$ cat src/rtl/multicycle_controller.sv
// Multicycle RV32I-subset control unit: sequences fetch/decode/execute/memory/writeback,
// drives datapath selects, write enables and ALU control, and counts retired instructions.
module multicycle_controller (
  input  logic        clk,
  input  logic        reset,
  input  logic [6:0]  op,
  input  logic [2:0]  funct3,
  input  logic        funct7b5,
  input  logic        zero,
  output logic [2:0]  alucontrol,
  output logic [1:0]  alusrca,
  output logic [1:0]  alusrcb,
  output logic [1:0]  resultsrc,
  output logic [1:0]  immsrc,
  output logic        adrsrc,
  output logic        irwrite,
  output logic        pcwrite,
  output logic        regwrite,
  output logic        memwrite,
  output logic        trap,
  output logic [31:0] instret
);

  localparam logic [6:0] OP_LW   = 7'b0000011;
  localparam logic [6:0] OP_SW   = 7'b0100011;
  localparam logic [6:0] OP_R    = 7'b0110011;
  localparam logic [6:0] OP_I    = 7'b0010011;
  localparam logic [6:0] OP_JAL  = 7'b1101111;
  localparam logic [6:0] OP_BEQ  = 7'b1100011;

  typedef enum logic [3:0] {
    FETCH, DECODE, MEMADR, MEMREAD, MEMWB, MEMWRITE,
    EXECR, EXECI, JAL, BEQ, ALUWB, TRAP
  } state_t;

  typedef enum logic [1:0] {ALU_ADD, ALU_SUB, ALU_FUNCT} aluop_t;

  state_t state, next;
  aluop_t aluop;
  logic   irw, pcupdate, branch, rw, mw, retire;

  always_ff @(posedge clk) begin
    if (reset) begin
      state   <= FETCH;
      instret <= '0;
    end else begin
      state <= next;
      if (retire) instret <= instret + 32'd1;
    end
  end

  always_comb begin
    next = state;
    case (state)
      FETCH:  next = DECODE;
      DECODE: begin
        case (op)
          OP_LW, OP_SW: next = MEMADR;
          OP_R:         next = EXECR;
          OP_I:         next = EXECI;
          OP_JAL:       next = JAL;
          OP_BEQ:       next = BEQ;
          default:      next = TRAP;
        endcase
        if ((op == OP_R || op == OP_I) && (funct3 == 3'b011 || funct3 == 3'b101))
          next = TRAP;
      end
      MEMADR:   next = (op == OP_LW) ? MEMREAD : MEMWRITE;
      MEMREAD:  next = MEMWB;
      MEMWB:    next = FETCH;
      MEMWRITE: next = FETCH;
      EXECR:    next = ALUWB;
      EXECI:    next = ALUWB;
      JAL:      next = ALUWB;
      BEQ:      next = FETCH;
      ALUWB:    next = FETCH;
      TRAP:     next = TRAP;
      default:  next = TRAP;
    endcase
  end

  always_comb begin
    alusrca   = 2'b00;
    alusrcb   = 2'b00;
    resultsrc = 2'b00;
    adrsrc    = 1'b0;
    irw       = 1'b0;
    pcupdate  = 1'b0;
    branch    = 1'b0;
    rw        = 1'b0;
    mw        = 1'b0;
    trap      = 1'b0;
    aluop     = ALU_ADD;
    retire    = 1'b0;
    case (state)
      FETCH: begin
        irw       = 1'b1;
        alusrcb   = 2'b10;
        resultsrc = 2'b10;
        pcupdate  = 1'b1;
      end
      DECODE: begin
        alusrca = 2'b01;
        alusrcb = 2'b01;
      end
      MEMADR: begin
        alusrca = 2'b10;
        alusrcb = 2'b01;
      end
      MEMREAD: adrsrc = 1'b1;
      MEMWB: begin
        resultsrc = 2'b01;
        rw        = 1'b1;
        retire    = 1'b1;
      end
      MEMWRITE: begin
        adrsrc = 1'b1;
        mw     = 1'b1;
        retire = 1'b1;
      end
      EXECR: begin
        alusrca = 2'b10;
        aluop   = ALU_FUNCT;
      end
      EXECI: begin
        alusrca = 2'b10;
        alusrcb = 2'b01;
        aluop   = ALU_FUNCT;
      end
      JAL: begin
        alusrca  = 2'b01;
        alusrcb  = 2'b10;
        pcupdate = 1'b1;
      end
      BEQ: begin
        alusrca = 2'b10;
        branch  = 1'b1;
        aluop   = ALU_SUB;
        retire  = 1'b1;
      end
      ALUWB: begin
        rw     = 1'b1;
        retire = 1'b1;
      end
      TRAP:    trap = 1'b1;
      default: trap = 1'b1;
    endcase
  end

  // Enables are gated by reset so the datapath stays quiet regardless of state.
  assign irwrite  = irw & ~reset;
  assign pcwrite  = (pcupdate | (branch & zero)) & ~reset;
  assign regwrite = rw & ~reset;
  assign memwrite = mw & ~reset;

  always_comb begin
    alucontrol = 3'b000;
    case (aluop)
      ALU_ADD: alucontrol = 3'b000;
      ALU_SUB: alucontrol = 3'b001;
      ALU_FUNCT: begin
        case (funct3)
          3'b000:  alucontrol = (op[5] & funct7b5) ? 3'b001 : 3'b000;
          3'b001:  alucontrol = 3'b010;
          3'b010:  alucontrol = 3'b011;
          3'b100:  alucontrol = 3'b100;
          3'b110:  alucontrol = 3'b101;
          3'b111:  alucontrol = 3'b110;
          default: alucontrol = 3'b000;
        endcase
      end
      default: alucontrol = 3'b000;
    endcase
  end

  always_comb begin
    case (op)
      OP_SW:   immsrc = 2'b01;
      OP_BEQ:  immsrc = 2'b10;
      OP_JAL:  immsrc = 2'b11;
      default: immsrc = 2'b00;
    endcase
  end

endmodule
$ cat config.mk
export PLATFORM = sky130hd
export DESIGN_NAME = multicycle_controller
export DESIGN_NICKNAME = d
export VERILOG_FILES = /design/src/rtl/multicycle_controller.sv
export SDC_FILE = /design/constraint.sdc
export NUM_CORES = 1
export LEC_CHECK = 0
export ABC_AREA = 1
export BUFFER_PORTS_ARGS = -buffer_cell sky130_fd_sc_hd__clkbuf_2
export CAP_MARGIN = 20
export CORE_MARGIN = 2
export CORE_UTILIZATION = 35
export CTS_BUF_LIST = sky130_fd_sc_hd__clkbuf_4 sky130_fd_sc_hd__clkbuf_8 sky130_fd_sc_hd__clkbuf_16
export CTS_CLUSTER_DIAMETER = 100
export DETAILED_ROUTE_END_ITERATION = 10
export GPL_TIMING_DRIVEN = 0
export HOLD_SLACK_MARGIN = 0.03
export PLACE_DENSITY_LB_ADDON = 0.3
export SETUP_SLACK_MARGIN = 0.5
export SYNTH_ARGS = -nofsm -noshare
export SYNTH_HDL_FRONTEND = slang
export SYNTH_SLANG_ARGS = --single-unit
$ cat constraint.sdc
create_clock -name clk -period 3.4 [get_ports clk]
set_clock_uncertainty 0.1 [all_clocks]
set_input_delay 0 -clock clk [delete_from_list [all_inputs] [get_ports clk]]
set_output_delay 0 -clock clk [all_outputs]
set_load 0.02 [all_outputs]
* Word level (Yosys, flattened, before mapping)
Index checks and enable logic that the tools add are counted.
** Storage, ports and cells
- Bits in registers :: 36
- Bits of input ports :: 14
- Logic and storage cells :: 72
** Operators by class
- Add/subtract/negate cells :: 1
- Eq/ne operators :: 25
- Multiplexer cells :: 20
- Bitwise operators :: 8
- Reductions and logical operators :: 16
** Operators by type and width (number)
- 32-bit by 1-bit adder with 32-bit output (second input constant) :: 1
- 4-bit one-hot mux with 6 select lines :: 1
- 4-bit one-hot mux with 5 select lines :: 1
- 3-bit one-hot mux with 6 select lines :: 1
- 4-bit by 3-bit == test with 1-bit output (second input constant) :: 4
- 2-bit one-hot mux with 2 select lines :: 4
- 7-bit by 6-bit == test with 1-bit output (second input constant) :: 2
- 7-bit == test (second input constant) :: 2
- 3-bit == test (second input constant) :: 4
- 4-bit == test (second input constant) :: 3
- 2-bit OR reduction :: 6
- 11-bit OR reduction :: 1
- 1-bit two-way mux :: 9
- 4-bit by 2-bit == test with 1-bit output (second input constant) :: 2
- 4-bit OR reduction :: 2
- 7-bit by 2-bit == test with 1-bit output (second input constant) :: 1
- 7-bit by 5-bit == test with 1-bit output (second input constant) :: 1
- 1-bit AND :: 6
- 3-bit by 2-bit == test with 1-bit output (second input constant) :: 2
- 2-bit one-hot mux with 3 select lines :: 1
- 3-bit one-hot mux with 2 select lines :: 1
- 3-bit OR reduction :: 2
- 4-bit by 1-bit == test with 1-bit output (second input constant) :: 1
- 4-bit logical NOT :: 1
- other kinds (10) :: 11

* Longest topological paths before layout
Gate-level depths: netlist of the first run.
- Depth in word-level cells :: 5
- Depth in mapped cells :: 11

* Least setup slack after synthesis of the first run
No wires, ideal clock.
- Kind :: register to output
- Start :: register state[0]
- End :: output alucontrol[1]
- Arrival :: 1670 ps
- Data required time :: 3300 ps
- Slack :: 1630 ps
- Cell stages (with the launch flop) :: 8
- Buffers on the path :: 0
- Cell sequence :: dfxtp_1 -> inv_2 -> nor2_2 -> nand2_2 -> ha_1 -> inv_1 -> nand2_1 -> a221oi_1
** Between the ends
- Longest elaborated chain between the ends :: 5
** Ends and longest elaborated chain
- start, declared :: RTL line 38 : state_t state, next;
- start signal, assigned :: RTL line 47 : state <= next;
- 4-bit by 3-bit == test with 1-bit output :: RTL line 95 : case (state)
- 2-bit OR reduction (no source line)
- 2-bit one-hot mux with 2 select lines * :: RTL line 95
- 2-bit == test / 2-bit by 1-bit == test with 1-bit output (equally long branches) :: RTL line 158 : case (aluop)
- 3-bit one-hot mux with 2 select lines * :: RTL line 158
- end, declared :: RTL line 10 : output logic [2:0] alucontrol,
Mark *: on every way between the ends. The rest lies on a longest branch, timed or not.

* Final worst setup path of the first run
Same ends and word-level chain as after synthesis.

==> reports/results.txt, run 1 <==
The run gives 4 as the iteration count of the initial detailed-routing pass. The share of the synthesized area in the top cell type is 0.297. The path type of the worst min-delay path was input port to register. Data on the critical path is required at its endpoint by 3.30 ns.

The number of flip-flops and latches in the synthesized netlist came out at 36. The run gives 0.296 as the met2 track demand over resource. Measured in cells, the most critical reg-to-reg path has a length of 8. In this run the standard cell core region covers 0.00676 mm^2.

The detail route stage leaves a number of antenna-violating nets equal to 0. For this design, the sink count on the clock tree is 36. The tightest hold path in the finished design has a slack of 0.0572 ns. The longest clock path from root to sink contains 2 buffers. The worst path in the final design needs a cycle of 2.06 ns, including I/O delays and setup.

The logs give 0.00242 mm^2 for the cell area after synthesis and 0.176 for the overall global routing resource usage. Entering global routing, the biggest net connects 12 pins. The type of element launching the critical path is a register. For this run the aggregate overflow at the end of global routing stands at 0.

Setup repair after global routing left no endpoint under its margin. The count of cells along the worst hold path was 2. The worst register-to-register path ends at instret[16]. The die covers 0.00761 mm^2. The initial core utilization is 0.359.

The wire length of the first global-routing pass is 10.8 mm, and the clock transition at the registers of the reported paths is 0.07 ns. Power spread over the standard cell area amounts to 473 mW/mm^2. Leaving out fill and tap cells, the most frequent cells in the layout are 135 x sky130_fd_sc_hd__nand2_1, 79 x sky130_fd_sc_hd__nor2_1, 61 x sky130_fd_sc_hd__clkbuf_2. Clock latency on the worst-skew pair, taken at its later pin, is 0.30 ns. The post-layout net count is 501, and the relative slew slack is 0.635.

The via count is 2708. The net count after synthesis was 431; the number of I/O port buffers was 61. In this run the number of H-tree levels came out at 2.

By area the synthesized netlist is led by sky130_fd_sc_hd__dfxtp_1 30%, sky130_fd_sc_hd__nand2_1 21%, sky130_fd_sc_hd__nor2_1 12%. The logs give 0.000599 W for the net switching power and 6.21 mm for the wire length after detailed routing. In this run the worst path has a maximum fanout of 6. The congestion estimate from routability-driven global placement came to 0.854. The number of filler cells placed in the layout is 749. For hold timing, the worst endpoint is instret[8]. The tools report the power share of the combinational group as 0.413. The ratio of cells with drive above 1 in the final layout was 0.186. The average size of a mapped cell was 5.85 um^2; the number of top-level design ports was 63.

In this run the vertical extent of the chip is 87.2 um. TritonCTS built the clock tree. The leakage power summed over all cells was 1.30 nW. The area growth from synthesis to layout was 21.4%. Timing would allow up to 485 MHz.

The global routing usage on met3 is 0.0389. The final critical-path share of the clock period was 0.607. The worst register-to-register path begins at instret[0]. The tools report the launch instance of the worst min-delay path as reset.

STA classifies the critical path endpoint as an output pin. The tools report the post-cts gate resize count as 0. The run finished with clean final reports. Dividing the detail-routed via count by the number of cells gives 4.79. The distinct cell type count after synthesis was 28. The run gives 30 as the number of rows created at floorplan. The most used routing layer in global routing was met2. For the met1 track utilization from global routing, the log shows 0.224. Max-cap violations in this run came to 0. The final hold violation count was 0. Most common cell after layout, fill and taps aside: sky130_fd_sc_hd__nand2_1. The repair_antennas step left the layout with diodes totalling 0. The tools report the internal power as 0.000791 W. In this run the horizontal extent of the chip is 87.2 um. At the pin with the least slew margin, the transition time is 0.548 ns. The share of total power consumed by net switching came out at 0.431. The number of clock buffers inserted by TritonCTS was 5; the worst reg-to-reg setup slack was 1.54 ns.

The setup violation total in the final timing report is 0, and the number of max-slew violations in the final report is 0. Detailed-route wire length per cell: 11.0 um. For the post-synthesis cell count, the log shows 414. The logs give 0.352 for the share of total power in sequential cells and 0 ns for the total negative slack for setup checks. Summing all non-filler instances in the final layout gives an area of 0.00294 mm^2. The tools report the initial antenna violation count as 0. The largest area contributor in the synthesized netlist is sky130_fd_sc_hd__dfxtp_1. The tools report the number of global-route vias before repair as 2457.

During synthesis, Yosys emitted a total of 0 warnings. Detailed placement finished with a half-perimeter wire length of 4.98 mm. The logs give 0.235 for the clock network power share and 0 for the number of DRC violations after detailed routing. The data arrival time at the worst-slack endpoint was 1.96 ns.

Summing all placed instances gives a cell area of 0.00283 mm^2. IR analysis of the VDD net gives a maximum drop of 420 uV. In this run the clock root is driven by a sky130_fd_sc_hd__clkbuf_8. The type of the setup path with the least slack is register to output pin. The logs give 0.297 for the fraction of the yosys area taken by sequential cells and 106 for the DRC violation total after the first TritonRoute iteration.
==> Yosys cell counts <==
cell type / count
sky130_fd_sc_hd__nor2_2: 5
sky130_fd_sc_hd__xor2_1: 2
sky130_fd_sc_hd__o21ai_1: 2
sky130_fd_sc_hd__nand4_1: 6
sky130_fd_sc_hd__nand2_4: 2
sky130_fd_sc_hd__nor3b_1: 2
sky130_fd_sc_hd__buf_1: 2
sky130_fd_sc_hd__inv_2: 1
sky130_fd_sc_hd__o211ai_1: 1
sky130_fd_sc_hd__o21ai_0: 9
sky130_fd_sc_hd__nand2_2: 3
sky130_fd_sc_hd__a31oi_1: 4
sky130_fd_sc_hd__nor2_4: 6
sky130_fd_sc_hd__nor3_1: 6
sky130_fd_sc_hd__nand3_1: 26
sky130_fd_sc_hd__buf_6: 2
sky130_fd_sc_hd__nor2_1: 79
sky130_fd_sc_hd__inv_1: 55
sky130_fd_sc_hd__dfxtp_1: 36
sky130_fd_sc_hd__clkbuf_1: 2
sky130_fd_sc_hd__a221oi_1: 1
sky130_fd_sc_hd__nand3_2: 1
sky130_fd_sc_hd__a21oi_1: 19
sky130_fd_sc_hd__o31ai_1: 1
sky130_fd_sc_hd__nor2_8: 1
sky130_fd_sc_hd__o21bai_1: 2
sky130_fd_sc_hd__nand2_1: 135
sky130_fd_sc_hd__ha_1: 3
==> flip-flops by register name (all words and copies together) (netlist names) <==
| signal | cells |
|---|---|
| instret | 32 |
| state | 4 |
==> power by group through the flow <==
stage	Clock (W)	Combinational (W)	Sequential (W)
global route	0.000357	0.000629	0.000495
global placement	0	0.000573	0.000497
floorplan	0	0.000408	0.000503
finish	0.000327	0.000574	0.000489
CTS	0.000339	0.000580	0.000489
detailed placement	0	0.000577	0.000499
==> final cells by class <==
type                       count  area [um^2]  area share
timing repair buffer          63          325       0.111
sequential                    36          721       0.245
multi-input combinational    316         1460       0.495
clock inverter                 2         10.0     0.00340
tap                           80          100      0.0340
clock buffer                   6         82.6      0.0281
buffer                         6         37.5      0.0128
inverter                      56          210      0.0715
==> stage by stage <==
| stage | std cells | util | worst slack (ns) | power (W) |
|---|---|---|---|---|
| 5_1_grt | 565 | 0.435 | 1.14 | 0.00148 |
| 4_1_cts | 565 | 0.435 | 1.33 | 0.00141 |
| 6_report | 565 | 0.435 | 1.34 | 0.00139 |
| 3_5_place_dp | 555 | 0.419 | 1.58 | 0.00108 |
| 2_1_floorplan | 414 | - | 1.63 | 0.000910 |
| 3_3_place_gp | 555 | 0.419 | 1.59 | 0.00107 |
==> kinds of logic (layout without fill, tap and decap cells) <==
kind of cell | count (synthesis) | after routing | synth area share
AO/OA/AOI/OAI | 39 | 39 | 0.0883
XOR/XNOR | 2 | 2 | 0.00723
adder cells (fa/ha/maj) | 3 | 3 | 0.0155
buffers and inverters | 62 | 133 | 0.102
flip-flops | 36 | 36 | 0.297
AND/OR/NAND/NOR | 272 | 272 | 0.489
==> repair_timing <==
action / in CTS / in global routing
setup buffers: 0 / 0
hold endpoints to repair: 2 / 0
hold buffers: 2 / 0
==> critical path, cell delays in order, from the launching register on <==
cell and delay, ns:
sky130_fd_sc_hd__dfxtp_1 0.44, sky130_fd_sc_hd__inv_2 0.07, sky130_fd_sc_hd__nor2_2 0.16, sky130_fd_sc_hd__nand2_2 0.13, sky130_fd_sc_hd__ha_1 0.31, sky130_fd_sc_hd__inv_1 0.07, sky130_fd_sc_hd__nand2_1 0.07, sky130_fd_sc_hd__a221oi_1 0.21
sky130_fd_sc_hd__clkbuf_2 0.21
==> worst max-delay path by stage <==
stage                          to       start  slack, ns
floorplan           alucontrol[1]    state[0]       1.63
global placement      instret[16]  instret[0]       1.59
detailed placement    instret[16]  instret[0]       1.58
CTS                 alucontrol[1]    state[0]       1.33
global route        alucontrol[1]    state[0]       1.14
finish              alucontrol[1]    state[0]       1.34
==> per-layer routing <==
metal	wire length, um	up-vias
li1	-	1438
met1	2900	1198
met2	2900	66
met3	299	6
met4	105	0
met5	0	-
Power figures use the tool's default switching activity.
==> run 2: changes to the inputs <==
clock period = 1.65 ns   (was 3.4 ns; I/O delays follow)
==> reports/results.txt, run 2 (same netlist as run 1, synthesis figures left out) <==
The flow ran to the end, but the final reports show violations. The final reports fail on setup timing. The total negative slack for setup checks was -0.562 ns; the shortest clock period the worst path allows after layout was 1.75 ns. For the worst-skew pair, the clock arrives at the later sink with an insertion delay of 0.29 ns. The final worst setup slack is -0.101 ns, and the via count is 2994. The worst-case IR drop observed on VDD is 1220 uV. After detailed routing, the number of remaining DRC violations is 0. Setup repair after global routing could not meet its margin everywhere.

The relative slew slack is 0.555. The initial core utilization is 0.359, and the area growth from synthesis to layout is 67.7%. The largest stage delay on the critical path is 0.42 ns, and the actual transition at the worst max-transition pin is 0.668 ns. The number of I/O port buffers is 61. The routability congestion estimate is 0.920. The region available for standard cell placement spans 0.00676 mm^2.

Measured along the x axis, the die boundary spans 87.2 um. The tools report the overall global routing resource usage as 0.205. The number of clock sinks seen by CTS was 36; the total power per unit cell area was 1080 mW/mm^2. The tightest hold path in the finished design has a slack of 0.0345 ns. The clock transition at the registers of the reported paths is 0.07 ns, and the vias per cell is 4.99. For the initial antenna violation count, the log shows 0. TritonCTS built the clock tree. Setup violations remaining at the end of the flow were counted as 18.

Among the stages of the critical path, the cell type that occurs most often is sky130_fd_sc_hd__inv_4. The path type of the worst min-delay path is input port to register. The register with the most flip-flops in the layout has 32 of them.

Row generation in the floorplan step produced 30 rows. The run gives 0.601 as the post-route core utilization. After detailed routing, the average wire length per cell comes to 13.4 um. Clock tree synthesis selected as its root buffer the cell sky130_fd_sc_hd__clkbuf_8. Once detail routing completed, the nets flagged for antenna violations numbered 0. The run gives 135 as the DRC violation total after the first TritonRoute iteration. The sort of element at the end of the critical path was an output pin.

For the post-layout net count, the log shows 536. Entering global routing, the biggest net connects 11 pins. At the worst endpoint, the arrival time is 1.65 ns. The total overflow left after global routing is 0. STA classifies the critical path startpoint as a register. In the final layout, the registers with the most flip-flops are instret x32, state x4. The highest clock frequency the design can meet is 571 MHz.

The analysis attributes to cell leakage a power of 1.65 nW. The slowest stage of the critical path is the sky130_fd_sc_hd__dfxtp_4 cell. The library cell used most frequently in the layout, excluding fill and tap cells, is sky130_fd_sc_hd__nand2_1. In the layout the commonest cells are 114 x sky130_fd_sc_hd__nand2_1, 48 x sky130_fd_sc_hd__nor2_1, 46 x sky130_fd_sc_hd__clkbuf_2.

The max-capacitance violation count is 0, and the number of clock buffers inserted by TritonCTS is 5. For the pre-CTS setup slack, the log shows 0.0844 ns. The ratio of cells with drive above 1 in the final layout was 0.475. The final hold violation count was 0. The top fanout value on the critical path was 5. The register bank with the most flops was instret. The wire length after detailed routing is 8.06 mm. Detailed placement finished with a half-perimeter wire length of 4.98 mm. The number of global-route vias before repair was 2769; the chip height was 87.2 um.

The first detailed-routing pass took 4 iterations. The critical path is of the register to output pin type. For the wire length of the first global-routing pass, the log shows 12.5 mm. The floorplan step defined a die boundary enclosing 0.00761 mm^2. The repair_antennas step left the layout with diodes totalling 0.

Total power: 0.00439 W. The H-tree generated during clock tree synthesis spans 2 levels. The clock passes through at most 2 buffers. The critical path data required time was 1.55 ns; the final critical-path share of the clock period was 1.06. The filler cells instantiated in the layout total 579. Traced cell by cell, the critical path runs through inv_4, nor2_4, ha_4, inv_4, nand2_8, a221oi_4, clkbuf_8.

63 I/O pins were placed. The number of max-slew violations in the final report was 0.
run 2: cell count changes in the layout (fill, tap and decap cells not counted), sizes merged:
cell / before / now
nand2: 140 / 141
dlygate4sd3: 2 / 1
clkbuf: 69 / 59
buf: 4 / 51
clkinv: 2 / 0
run 2: path summary, 6_finish.rpt:
kind	start	to	slack, ns	depth (start not counted)
max	state[1]	alucontrol[1]	-0.10	7
min	op[5]	state[0]	0.03	6
max reg2reg	state[2]	instret[25]	-0.06	11
min reg2reg	instret[7]	instret[7]	0.36	1
run 2: power by group:
| group | total (W) | internal, W | switching (W) |
|---|---|---|---|
| Combinational | 0.00263 | 0.00121 | 0.00142 |
| Sequential | 0.00107 | 0.000949 | 0.000119 |
| Clock | 0.000699 | 0.000374 | 0.000325 |
run 2: cell type report:
class | count | area (um^2) | share of cell area
Inverter | 56 | 245 | 0.0603
Multi-Input combinational cell | 317 | 1990 | 0.490
Timing Repair Buffer | 97 | 782 | 0.192
Tap cell | 80 | 100 | 0.0246
Buffer | 6 | 46.3 | 0.0114
Sequential cell | 36 | 801 | 0.197
Clock buffer | 8 | 97.6 | 0.0240
run 2: critical path: cells and delay by family, from the launching register on:
kind / cells / cell delay [ns]
DFF: 1 / 0.42
buffers and inverters: 3 / 0.32
adders and majority gates: 1 / 0.22
and+or+nand+nor: 2 / 0.20
AOI/OAI and AO/OA: 1 / 0.18
run 2: metrics by stage:
stage          cell area, um^2  cells
2_1_floorplan             2680    414
3_3_place_gp              3080    555
3_5_place_dp              3080    555
4_1_cts                   3750    588
5_1_grt                   4060    600
6_report                  4060    600
run 2: routing by layer:
metal | share of wire | vias up | track usage
met2 | 0.52 | 88 | 0.353
met1 | 0.40 | 1374 | 0.251
met4 | 0.025 | 0 | 0.0741
met5 | 0 | - | 0
li1 | - | 1513 | -
met3 | 0.054 | 19 | 0.0445
run 2: timing repair:
action / in CTS / in global routing
hold endpoints to repair: 1 / 0
pin swaps: 27 / 22
hold buffers: 1 / 0
gates cloned: 3 / 0
resized for setup: 91 / 68
setup endpoints to repair: 51 / 51
setup buffers: 21 / 12
